===== src/rtl/pong_pkg.sv =====
// Shared Pong definitions: playfield defaults, paddle FSM states and direction encoding.
package pong_pkg;

  localparam int unsigned FIELD_H_DEF  = 16;
  localparam int unsigned PADDLE_H_DEF = 4;

  typedef enum logic [1:0] {
    ST_IDLE   = 2'd0,
    ST_HOLD   = 2'd1,
    ST_REPEAT = 2'd2
  } axis_state_e;

  typedef enum logic [1:0] {
    DIR_NONE = 2'd0,
    DIR_UP   = 2'd1,
    DIR_DOWN = 2'd2
  } dir_e;

  // Opposing keys cancel; a single key gives its direction.
  function automatic dir_e resolve_dir(input logic up, input logic down);
    case ({up, down})
      2'b10:   return DIR_UP;
      2'b01:   return DIR_DOWN;
      default: return DIR_NONE;
    endcase
  endfunction

endpackage


===== src/rtl/paddle_axis.sv =====
// One paddle: press/hold/auto-repeat FSM, tick counter and clamped y register.
// Optional PADDLE_ACCEL_EN halves the repeat interval after 4 repeat moves.
module paddle_axis
  import pong_pkg::*;
#(
  parameter int unsigned FIELD_H    = FIELD_H_DEF,
  parameter int unsigned PADDLE_H   = PADDLE_H_DEF,
  parameter int unsigned Y_W        = 4,
  parameter int unsigned HOLD_DELAY = 30,
  parameter int unsigned STEP_DIV   = 10
) (
  input  logic           clk,
  input  logic           rst,
  input  dir_e           dir_i,
  input  logic           freeze_i,
  input  logic           recenter_i,
  output logic [Y_W-1:0] y_o,
  output logic           moving_o
);

  localparam int unsigned Y_MAX   = FIELD_H - PADDLE_H;
  localparam int unsigned Y_CTR   = Y_MAX / 2;
  localparam int unsigned CNT_MAX = (HOLD_DELAY > STEP_DIV) ? HOLD_DELAY : STEP_DIV;
  localparam int unsigned CNT_W   = (CNT_MAX < 2) ? 1 : $clog2(CNT_MAX);

  localparam logic [Y_W:0]     Y_MAX_X   = (Y_W+1)'(Y_MAX);
  localparam logic [Y_W-1:0]   Y_CTR_Y   = Y_W'(Y_CTR);
  localparam logic [CNT_W-1:0] HOLD_LAST = CNT_W'(HOLD_DELAY - 1);
  localparam logic [CNT_W-1:0] STEP_LAST = CNT_W'(STEP_DIV - 1);

  axis_state_e    state_q, state_d;
  dir_e           dir_q, dir_d;
  logic [CNT_W-1:0] cnt_q, cnt_d;
  logic [Y_W-1:0] y_q, y_d;
  logic           moving_q, moving_d;

  logic           step;
  dir_e           step_dir;
  logic [Y_W:0]   y_try;
  logic [CNT_W-1:0] step_last;

`ifdef PADDLE_ACCEL_EN
  localparam int unsigned FAST_DIV = (STEP_DIV / 2 < 1) ? 1 : STEP_DIV / 2;
  localparam logic [CNT_W-1:0] FAST_LAST = CNT_W'(FAST_DIV - 1);

  logic [2:0] rep_q, rep_d;

  assign step_last = (rep_q >= 3'd4) ? FAST_LAST : STEP_LAST;
`else
  assign step_last = STEP_LAST;
`endif

  // State register
  always_ff @(posedge clk) begin
    if (rst) begin
      state_q  <= ST_IDLE;
      dir_q    <= DIR_NONE;
      cnt_q    <= '0;
      y_q      <= Y_CTR_Y;
      moving_q <= 1'b0;
`ifdef PADDLE_ACCEL_EN
      rep_q    <= 3'd0;
`endif
    end else begin
      state_q  <= state_d;
      dir_q    <= dir_d;
      cnt_q    <= cnt_d;
      y_q      <= y_d;
      moving_q <= moving_d;
`ifdef PADDLE_ACCEL_EN
      rep_q    <= rep_d;
`endif
    end
  end

  // Next state, step request and clamped position update
  always_comb begin
    state_d  = state_q;
    dir_d    = dir_q;
    cnt_d    = cnt_q;
    y_d      = y_q;
    moving_d = 1'b0;
    step     = 1'b0;
    step_dir = dir_i;
    y_try    = '0;
`ifdef PADDLE_ACCEL_EN
    rep_d    = rep_q;
`endif

    if (recenter_i) begin
      state_d = ST_IDLE;
      dir_d   = DIR_NONE;
      cnt_d   = '0;
      y_d     = Y_CTR_Y;
    end else if (freeze_i) begin
      state_d = ST_IDLE;
      dir_d   = DIR_NONE;
      cnt_d   = '0;
    end else begin
      case (state_q)
        ST_IDLE: begin
          cnt_d = '0;
          if (dir_i != DIR_NONE) begin
            step    = 1'b1;
            dir_d   = dir_i;
            state_d = ST_HOLD;
          end
        end
        ST_HOLD: begin
          if (dir_i == DIR_NONE) begin
            state_d = ST_IDLE;
            dir_d   = DIR_NONE;
            cnt_d   = '0;
          end else if (dir_i != dir_q) begin
            step  = 1'b1;
            dir_d = dir_i;
            cnt_d = '0;
          end else if (cnt_q >= HOLD_LAST) begin
            step    = 1'b1;
            cnt_d   = '0;
            state_d = ST_REPEAT;
          end else begin
            cnt_d = cnt_q + CNT_W'(1);
          end
        end
        ST_REPEAT: begin
          if (dir_i == DIR_NONE) begin
            state_d = ST_IDLE;
            dir_d   = DIR_NONE;
            cnt_d   = '0;
          end else if (dir_i != dir_q) begin
            step    = 1'b1;
            dir_d   = dir_i;
            cnt_d   = '0;
            state_d = ST_HOLD;
          end else if (cnt_q >= step_last) begin
            step  = 1'b1;
            cnt_d = '0;
`ifdef PADDLE_ACCEL_EN
            if (rep_q < 3'd4) rep_d = rep_q + 3'd1;
`endif
          end else begin
            cnt_d = cnt_q + CNT_W'(1);
          end
        end
        default: begin
          state_d = ST_IDLE;
          dir_d   = DIR_NONE;
          cnt_d   = '0;
        end
      endcase
    end

`ifdef PADDLE_ACCEL_EN
    if (state_d != ST_REPEAT) rep_d = 3'd0;
`endif

    // One extra bit so 0-1 lands far above Y_MAX instead of wrapping to a legal row
    if (step) begin
      if (step_dir == DIR_UP) y_try = {1'b0, y_q} - (Y_W+1)'(1);
      else                    y_try = {1'b0, y_q} + (Y_W+1)'(1);
      if (y_try <= Y_MAX_X) begin
        y_d      = y_try[Y_W-1:0];
        moving_d = 1'b1;
      end
    end
  end

  assign y_o      = y_q;
  assign moving_o = moving_q;

endmodule


===== src/rtl/paddle_motion_ctrl.sv =====
// Two independent paddle axes driven by keypad command levels, with freeze and recenter.
// Build option: PADDLE_ACCEL_EN enables repeat acceleration in each axis.
module paddle_motion_ctrl
  import pong_pkg::*;
#(
  parameter int unsigned FIELD_H    = FIELD_H_DEF,
  parameter int unsigned PADDLE_H   = PADDLE_H_DEF,
  parameter int unsigned Y_W        = 4,
  parameter int unsigned HOLD_DELAY = 30,
  parameter int unsigned STEP_DIV   = 10
) (
  input  logic           clk,
  input  logic           rst,
  input  logic           up1,
  input  logic           down1,
  input  logic           up2,
  input  logic           down2,
  input  logic           freeze,
  input  logic           recenter,
  output logic [Y_W-1:0] paddle1_y,
  output logic [Y_W-1:0] paddle2_y,
  output logic           moving1,
  output logic           moving2
);

  dir_e dir1;
  dir_e dir2;
  logic hold_en;

  assign dir1    = resolve_dir(up1, down1);
  assign dir2    = resolve_dir(up2, down2);
  // recenter outranks freeze, so freeze is masked in a recenter cycle
  assign hold_en = freeze & ~recenter;

  paddle_axis #(
    .FIELD_H    (FIELD_H),
    .PADDLE_H   (PADDLE_H),
    .Y_W        (Y_W),
    .HOLD_DELAY (HOLD_DELAY),
    .STEP_DIV   (STEP_DIV)
  ) u_axis1 (
    .clk        (clk),
    .rst        (rst),
    .dir_i      (dir1),
    .freeze_i   (hold_en),
    .recenter_i (recenter),
    .y_o        (paddle1_y),
    .moving_o   (moving1)
  );

  paddle_axis #(
    .FIELD_H    (FIELD_H),
    .PADDLE_H   (PADDLE_H),
    .Y_W        (Y_W),
    .HOLD_DELAY (HOLD_DELAY),
    .STEP_DIV   (STEP_DIV)
  ) u_axis2 (
    .clk        (clk),
    .rst        (rst),
    .dir_i      (dir2),
    .freeze_i   (hold_en),
    .recenter_i (recenter),
    .y_o        (paddle2_y),
    .moving_o   (moving2)
  );

endmodule

===== config.mk =====
export PLATFORM = sky130hd
export DESIGN_NAME = paddle_motion_ctrl
export DESIGN_NICKNAME = d
export VERILOG_FILES = /design/src/rtl/pong_pkg.sv /design/src/rtl/paddle_axis.sv /design/src/rtl/paddle_motion_ctrl.sv
export SDC_FILE = /design/constraint.sdc
export NUM_CORES = 1
export LEC_CHECK = 0
export ABC_CLOCK_PERIOD_IN_PS = 6800
export CORE_MARGIN = 2
export CORE_UTILIZATION = 62
export CTS_CLUSTER_DIAMETER = 150
export CTS_CLUSTER_SIZE = 25
export DETAILED_ROUTE_END_ITERATION = 8
export GPL_TIMING_DRIVEN = 0
export PLACE_DENSITY = 0.92
export RECOVER_POWER = 100
export SKIP_CTS_REPAIR_TIMING = 1
export SYNTH_ARGS = -nofsm -noshare
export SYNTH_HDL_FRONTEND = slang
export SYNTH_HIERARCHICAL = 1
export SYNTH_SLANG_ARGS = --single-unit

===== constraint.sdc =====
create_clock -name clk -period 6.8 [get_ports clk]
set_clock_uncertainty 0.1 [all_clocks]
set_input_delay 1.36 -clock clk [delete_from_list [all_inputs] [get_ports clk]]
set_output_delay 1.36 -clock clk [all_outputs]
set_load 0.005 [all_outputs]

==> flow_summary.json, run 1 <==
{
  "place.gp.congestion": 0.907,
  "r2r_start": "u_axis2/y_o[0]",
  "netlist_area_sq_um": 1940,
  "wl_met3_um": 124,
  "grt_first_pass_wirelength_mm": 6.33,
  "crit_path_end_kind": "flop",
  "wl_met1_mm": 1.70,
  "dpl_cell_area_sq_um": 2160,
  "firstDrtPassIters": 4,
  "period_share": 0.665,
  "root_buffer": "clkbuf_4",
  "period_minus_slack_ns": 4.52,
  "maxCapViolCount": 0,
  "cts.clk_slew.worst_paths_ns": 0.14,
  "h-tree-depth": 1,
  "cp.required_ns": 6.95,
  "p_leak_nw": 0.867,
  "ir_worst_vdd_mv": 0.0821,
  "ys_warn_count": 6,
  "hold_viol": 0,
  "tightestPinTransition_ns": 0.908,
  "place_inst": 283,
  "core-area_sq_um": 3030,
  "antenna_found_initial": 0,
  "crit_path_start_kind": "input pin",
  "fin_area_sq_um": 2170,
  "cpMaxStageDelayCell": "a211oi_1",
  "drc": 0,
  "hold_depth": 2,
  "initial_core_util": 0.641,
  "mostFrequentLayoutCells": "dfxtp_1 (28), nor2_1 (25), ha_1 (20)",
  "cts_sinks": 28,
  "die_w_um": 60.0,
  "dieArea_sq_um": 3600,
  "cts_tree": "built",
  "dp_hpwl_mm": 2.80,
  "rsz0062_at_grt": "false",
  "row_count": 20,
  "dr.max_layer_used": "met4",
  "n_antenna_cell": 0,
  "wirelength_mm": 3.72,
  "wl_per_cell_um": 13.0,
  "hold_path.class": "reg2reg",
  "crit_type": "in2reg",
  "ff2ff_path_depth": 7,
  "grt_pass1_vias": 1603,
  "synth-edff-count": 0,
  "pin_count": 18,
  "clkLatencyLatePin_ns": 0.34,
  "outcome": "complete, no violations",
  "numCtsBuffers": 3,
  "path_max_fanout": 8,
  "synth_area_leaders": "dfxtp_1 (29%), ha_1 (13%), nor2_1 (4.8%), xor2_1 (3.6%), mux2i_1 (3.1%)",
  "synth_top_area_share": 0.289,
  "grt_max_degree": 15,
  "fin_tns_setup_ns": 0,
  "reg2reg_slack_ns": 3.87,
  "grtUsageTotal": 0.229,
  "async_flop_share": 0,
  "arrival_ns": 4.67,
  "dr.first_iter.drc_count": 79,
  "ctsLongestPathBuffers": 2,
  "r2r-end": "u_axis2/y_o[2]",
  "num-fill-cells": 243,
  "setup_viol": 0,
  "synthFlopType": "dfxtp_1",
  "synth_cell_types": 42,
  "yosys.area.top_type": "dfxtp_1",
  "synthCells": 223,
  "ys_seq_elements": 28,
  "slew_headroom": 0.395,
  "final-seq-area_sq_um": 561,
  "drive_above_1_share": 0.0537,
  "wl_met2_mm": 1.80,
  "holdCritStartpoint": "u_axis2/y_o[3]",
  "multiInputGateArea_sq_um": 1300,
  "fin_cells": 286,
  "nets": 274,
  "vias_per_cell": 5.72,
  "power_density_nw_per_um2": 144,
  "fmax_mhz": 221,
  "syn_nets": 253,
  "mostFrequentLayoutCell": "dfxtp_1",
  "grt_overflow_total": 0,
  "die_h_um": 60.0,
  "slowest_delay_ns": 0.69,
  "avgSynthCellArea_sq_um": 8.71,
  "vias": 1636,
  "final-max-slew-violation-count": 0,
  "area_growth_pct": 11.5,
  "crit_chain": "dlygate4sd3_1, and2b_2, clkbuf_1, nand2b_1, inv_1, ha_1, nand2b_1, a21oi_1, mux2_2, a211oi_1, mux2_2",
  "io_buffers": 16,
  "seq_area_frac_synth": 0.289,
  "drtAntennaViolNets": 0,
  "holdPathEnd": "u_axis2/y_o[3]"
}
-- Yosys cell counts (2+ instances only) --
| cell | n |
|---|---|
| nor2b_1 | 9 |
| nand2b_1 | 7 |
| o211ai_1 | 4 |
| fa_1 | 2 |
| or3_1 | 5 |
| nor2_1 | 25 |
| nor3_1 | 11 |
| o41ai_1 | 2 |
| mux2_1 | 2 |
| nand2_1 | 10 |
| xnor2_1 | 6 |
| mux2_2 | 3 |
| nand4b_1 | 2 |
| and2_1 | 3 |
| o31ai_1 | 2 |
| mux2i_1 | 6 |
| xor2_1 | 8 |
| a211oi_2 | 2 |
| nand4_1 | 2 |
| dfxtp_1 | 28 |
| and2b_2 | 4 |
| o21ai_0 | 8 |
| a21oi_1 | 7 |
| nand3_1 | 6 |
| ha_1 | 20 |
| a22oi_1 | 4 |
| inv_1 | 14 |
| o41a_1 | 2 |
| o21a_1 | 4 |
| a21o_1 | 2 |
| clkbuf_1 | 2 |
-- worst max-delay path: cells and delay by family --
family / cells / cell delay (ns)
AO/OA/AOI/OAI: 2 / 0.82
multiplexers: 2 / 0.75
AND/OR/NAND/NOR: 3 / 0.47
buffers and inverters: 3 / 0.91
adder cells (fa/ha/maj): 1 / 0.34
-- layer usage --
layer / GRT usage / vias to the layer above
li1: - / 824
met1: 0.256 / 760
met2: 0.393 / 40
met3: 0.0390 / 12
met4: 0.156 / 0
met5: 0 / -
-- flip-flops by register name, summed over array words and instances, names as in the netlist --
signal	count
u_axis1/dir_q	2
u_axis1/y_o	4
u_axis2/y_o	4
u_axis1/moving_o	1
u_axis2/state_q	2
u_axis2/dir_q	2
u_axis1/cnt_q	5
u_axis2/cnt_q	5
u_axis1/state_q	2
u_axis2/moving_o	1
-- per-stage QoR --
step                      utilization  power, mW  hold WS (ns)  setup WS, ns
after floorplan                     -      0.226         0.356          2.97
after global placement          0.712      0.241         0.372          2.29
after detailed placement        0.712      0.244         0.375          2.24
after CTS                       0.720      0.315         0.394          2.62
after global routing            0.715      0.328         0.416          2.09
final                           0.715      0.311         0.393          2.28
-- where the power goes --
group,total [mW],leakage [nW],switching [mW],internal [mW]
combinational,0.0691,0.627,0.0377,0.0314
sequential,0.170,0.226,0.00277,0.167
clock,0.0718,0.0138,0.0509,0.0209
-- cell type report --
class | instances | share of cell area
multi-input cells | 177 | 0.599
flip-flops and latches | 28 | 0.259
repair buffers | 16 | 0.0739
well taps | 44 | 0.0254
inverters | 14 | 0.0243
clock buffers | 3 | 0.0104
plain buffers | 4 | 0.00809
-- logic make-up after synthesis --
kind of cell    synth area share
flops                      0.289
compound gates             0.155
buf+inv                   0.0361
xor+xnor                  0.0631
fa+ha+maj                  0.149
mux                       0.0599
simple gates               0.247
-- how the worst max path moves through the flow --
stage          startpoint             end  slack, ns
2_1_floorplan         up2  u_axis2/y_o[0]       2.97
3_3_place_gp          up2  u_axis2/y_o[2]       2.29
3_5_place_dp          up1  u_axis1/y_o[0]       2.24
4_1_cts               up1  u_axis1/y_o[0]       2.62
5_1_grt               up2  u_axis2/y_o[2]       2.09
6_report              up2  u_axis2/y_o[2]       2.28
(Power assumes the default switching activity.)
==> inputs of run 2 (changes only) <==
Settings changed: ABC_CLOCK_PERIOD_IN_PS 6800 to 4400, CORE_UTILIZATION 62 to 57, PLACE_DENSITY 0.92 to 0.86.
Clock period 6.8 ns to 4.4 ns, I/O delays scaled along.
==> flow_summary.json, run 2 (synthesis results as in run 1) <==
{
  "outcome": "complete, no violations",
  "core-area_sq_um": 3310,
  "clkLatencyLatePin_ns": 0.34,
  "grt_max_degree": 16,
  "slew_headroom": 0.606,
  "hold_slack_ns": 0.387,
  "internal_power_uw": 358,
  "grt_pass1_vias": 1630,
  "drtAntennaViolNets": 0,
  "vias_per_cell": 5.67,
  "hold_viol": 0,
  "final-max-slew-violation-count": 0,
  "initial_core_util": 0.587,
  "n_antenna_cell": 0,
  "tightestPinTransition_ns": 0.586,
  "p_seq_frac": 0.526,
  "die_h_um": 62.4,
  "cp.required_ns": 4.54,
  "p_leak_nw": 0.875,
  "multiInputGateArea_sq_um": 1310,
  "dieArea_sq_um": 3890,
  "fin_area_sq_um": 2190,
  "pwr-share-comb": 0.214,
  "finish.utilization": 0.663,
  "post-route-worst-setup-slack_ns": 0.651,
  "netSwitchingPower_uw": 142,
  "grt_overflow_total": 0,
  "rsz0062_at_grt": "false",
  "fin_tns_setup_ns": 0,
  "pin_count": 18,
  "die_w_um": 62.4,
  "row_count": 21,
  "crit_path_start_kind": "input pin",
  "period_minus_slack_ns": 3.75,
  "numCtsBuffers": 3,
  "drive_above_1_share": 0.0617,
  "area_growth_pct": 13.0,
  "ctsLongestPathBuffers": 2,
  "h-tree-depth": 1,
  "period_share": 0.852,
  "hold_path.class": "reg2reg",
  "mostFrequentLayoutCell": "dfxtp_1",
  "dr.first_iter.drc_count": 92,
  "crit_path_end_kind": "flop",
  "swShare": 0.283,
  "grtUsageTotal": 0.211,
  "arrival_ns": 3.89,
  "cts_sinks": 28,
  "wirelength_mm": 3.64,
  "antenna_found_initial": 0,
  "place.gp.congestion": 0.903,
  "largestRegisters": "u_axis1/cnt_q: 5 flops, u_axis2/cnt_q: 5 flops",
  "firstDrtPassIters": 6,
  "final-seq-area_sq_um": 561,
  "io_buffers": 16,
  "root_buffer": "clkbuf_4",
  "power_density_nw_per_um2": 228,
  "cts.clk_slew.worst_paths_ns": 0.15,
  "ir_worst_vdd_mv": 0.109,
  "mostFrequentLayoutCells": "dfxtp_1 (28), nor2_1 (25), ha_1 (20)",
  "path_max_fanout": 8,
  "nets": 274,
  "dpl_cell_area_sq_um": 2160,
  "p_clk_frac": 0.260,
  "pre_cts_slack_ns": 0.354,
  "maxCapViolCount": 0,
  "setup_viol": 0,
  "num-fill-cells": 267,
  "fmax_mhz": 267,
  "drc": 0,
  "cts_tree": "built",
  "vias": 1639,
  "grt_first_pass_wirelength_mm": 6.78,
  "wl_per_cell_um": 12.6,
  "dp_hpwl_mm": 2.83,
  "crit_type": "in2reg"
}
==> run 2: cell count changes in the layout (fill, tap and decap cells not counted) <==
cell,delta
mux2_2,-1
a211oi_1,-1
clkbuf_8,+1
mux2_1,+1
a211oi_2,+1
a221oi_2,+1
a221oi_1,-1
==> run 2: cell type report <==
| cell class | instances | share of cell area |
|---|---|---|
| Clock buffer | 4 | 0.0165 |
| Buffer | 4 | 0.00799 |
| Tap cell | 46 | 0.0262 |
| Timing Repair Buffer | 16 | 0.0730 |
| Inverter | 14 | 0.0240 |
| Multi-Input combinational cell | 177 | 0.597 |
| Sequential cell | 28 | 0.256 |
==> run 2: final timing paths <==
kind,startpoint,endpoint,slack (ns),cells after the start
worst min-delay path,u_axis2/y_o[3],u_axis2/y_o[3],0.39,2
worst max register to register,u_axis2/y_o[0],u_axis2/y_o[0],1.74,7
worst max-delay path,up2,u_axis2/y_o[0],0.65,11
worst min register to register,u_axis2/y_o[3],u_axis2/y_o[3],0.39,2
==> run 2: critical path: stages <==
cell and delay (ns):
dlygate4sd3_1 0.54, and2b_2 0.20, clkbuf_1 0.26, nand2b_1 0.19
inv_1 0.10, ha_1 0.34, nand2b_1 0.07, a21oi_1 0.13
mux2_1 0.35, a211oi_2 0.45, mux2_2 0.39
==> run 2: layer usage <==
layer  global-route usage  up-vias  wire, um
met5                    0        -         0
met4               0.0972        0        40
met3               0.0236        8       164
met2                0.370       56      1790
met1                0.261      757      1650
li1                     -      818         -
==> run 2: power groups by stage <==
stage	sequential, mW	clock (mW)	combinational (mW)
2_1_floorplan	0.268	0	0.0806
3_3_place_gp	0.268	0	0.106
3_5_place_dp	0.269	0	0.108
4_1_cts	0.263	0.139	0.109
5_1_grt	0.264	0.147	0.120
6_report	0.263	0.130	0.107
==> run 2: metrics by stage <==
step                      power, mW  std cells
after floorplan               0.349        223
after global placement        0.374        285
after detailed placement      0.377        285
after CTS                     0.511        289
after global routing          0.531        289
final                         0.500        289
==> inputs of run 3 (changes only) <==
Settings changed: CAP_MARGIN set to 20, CTS_CLUSTER_DIAMETER 150 to 100.
==> results of run 3 <==
The final DEF is identical to that of run 2; final timing and power are the same.
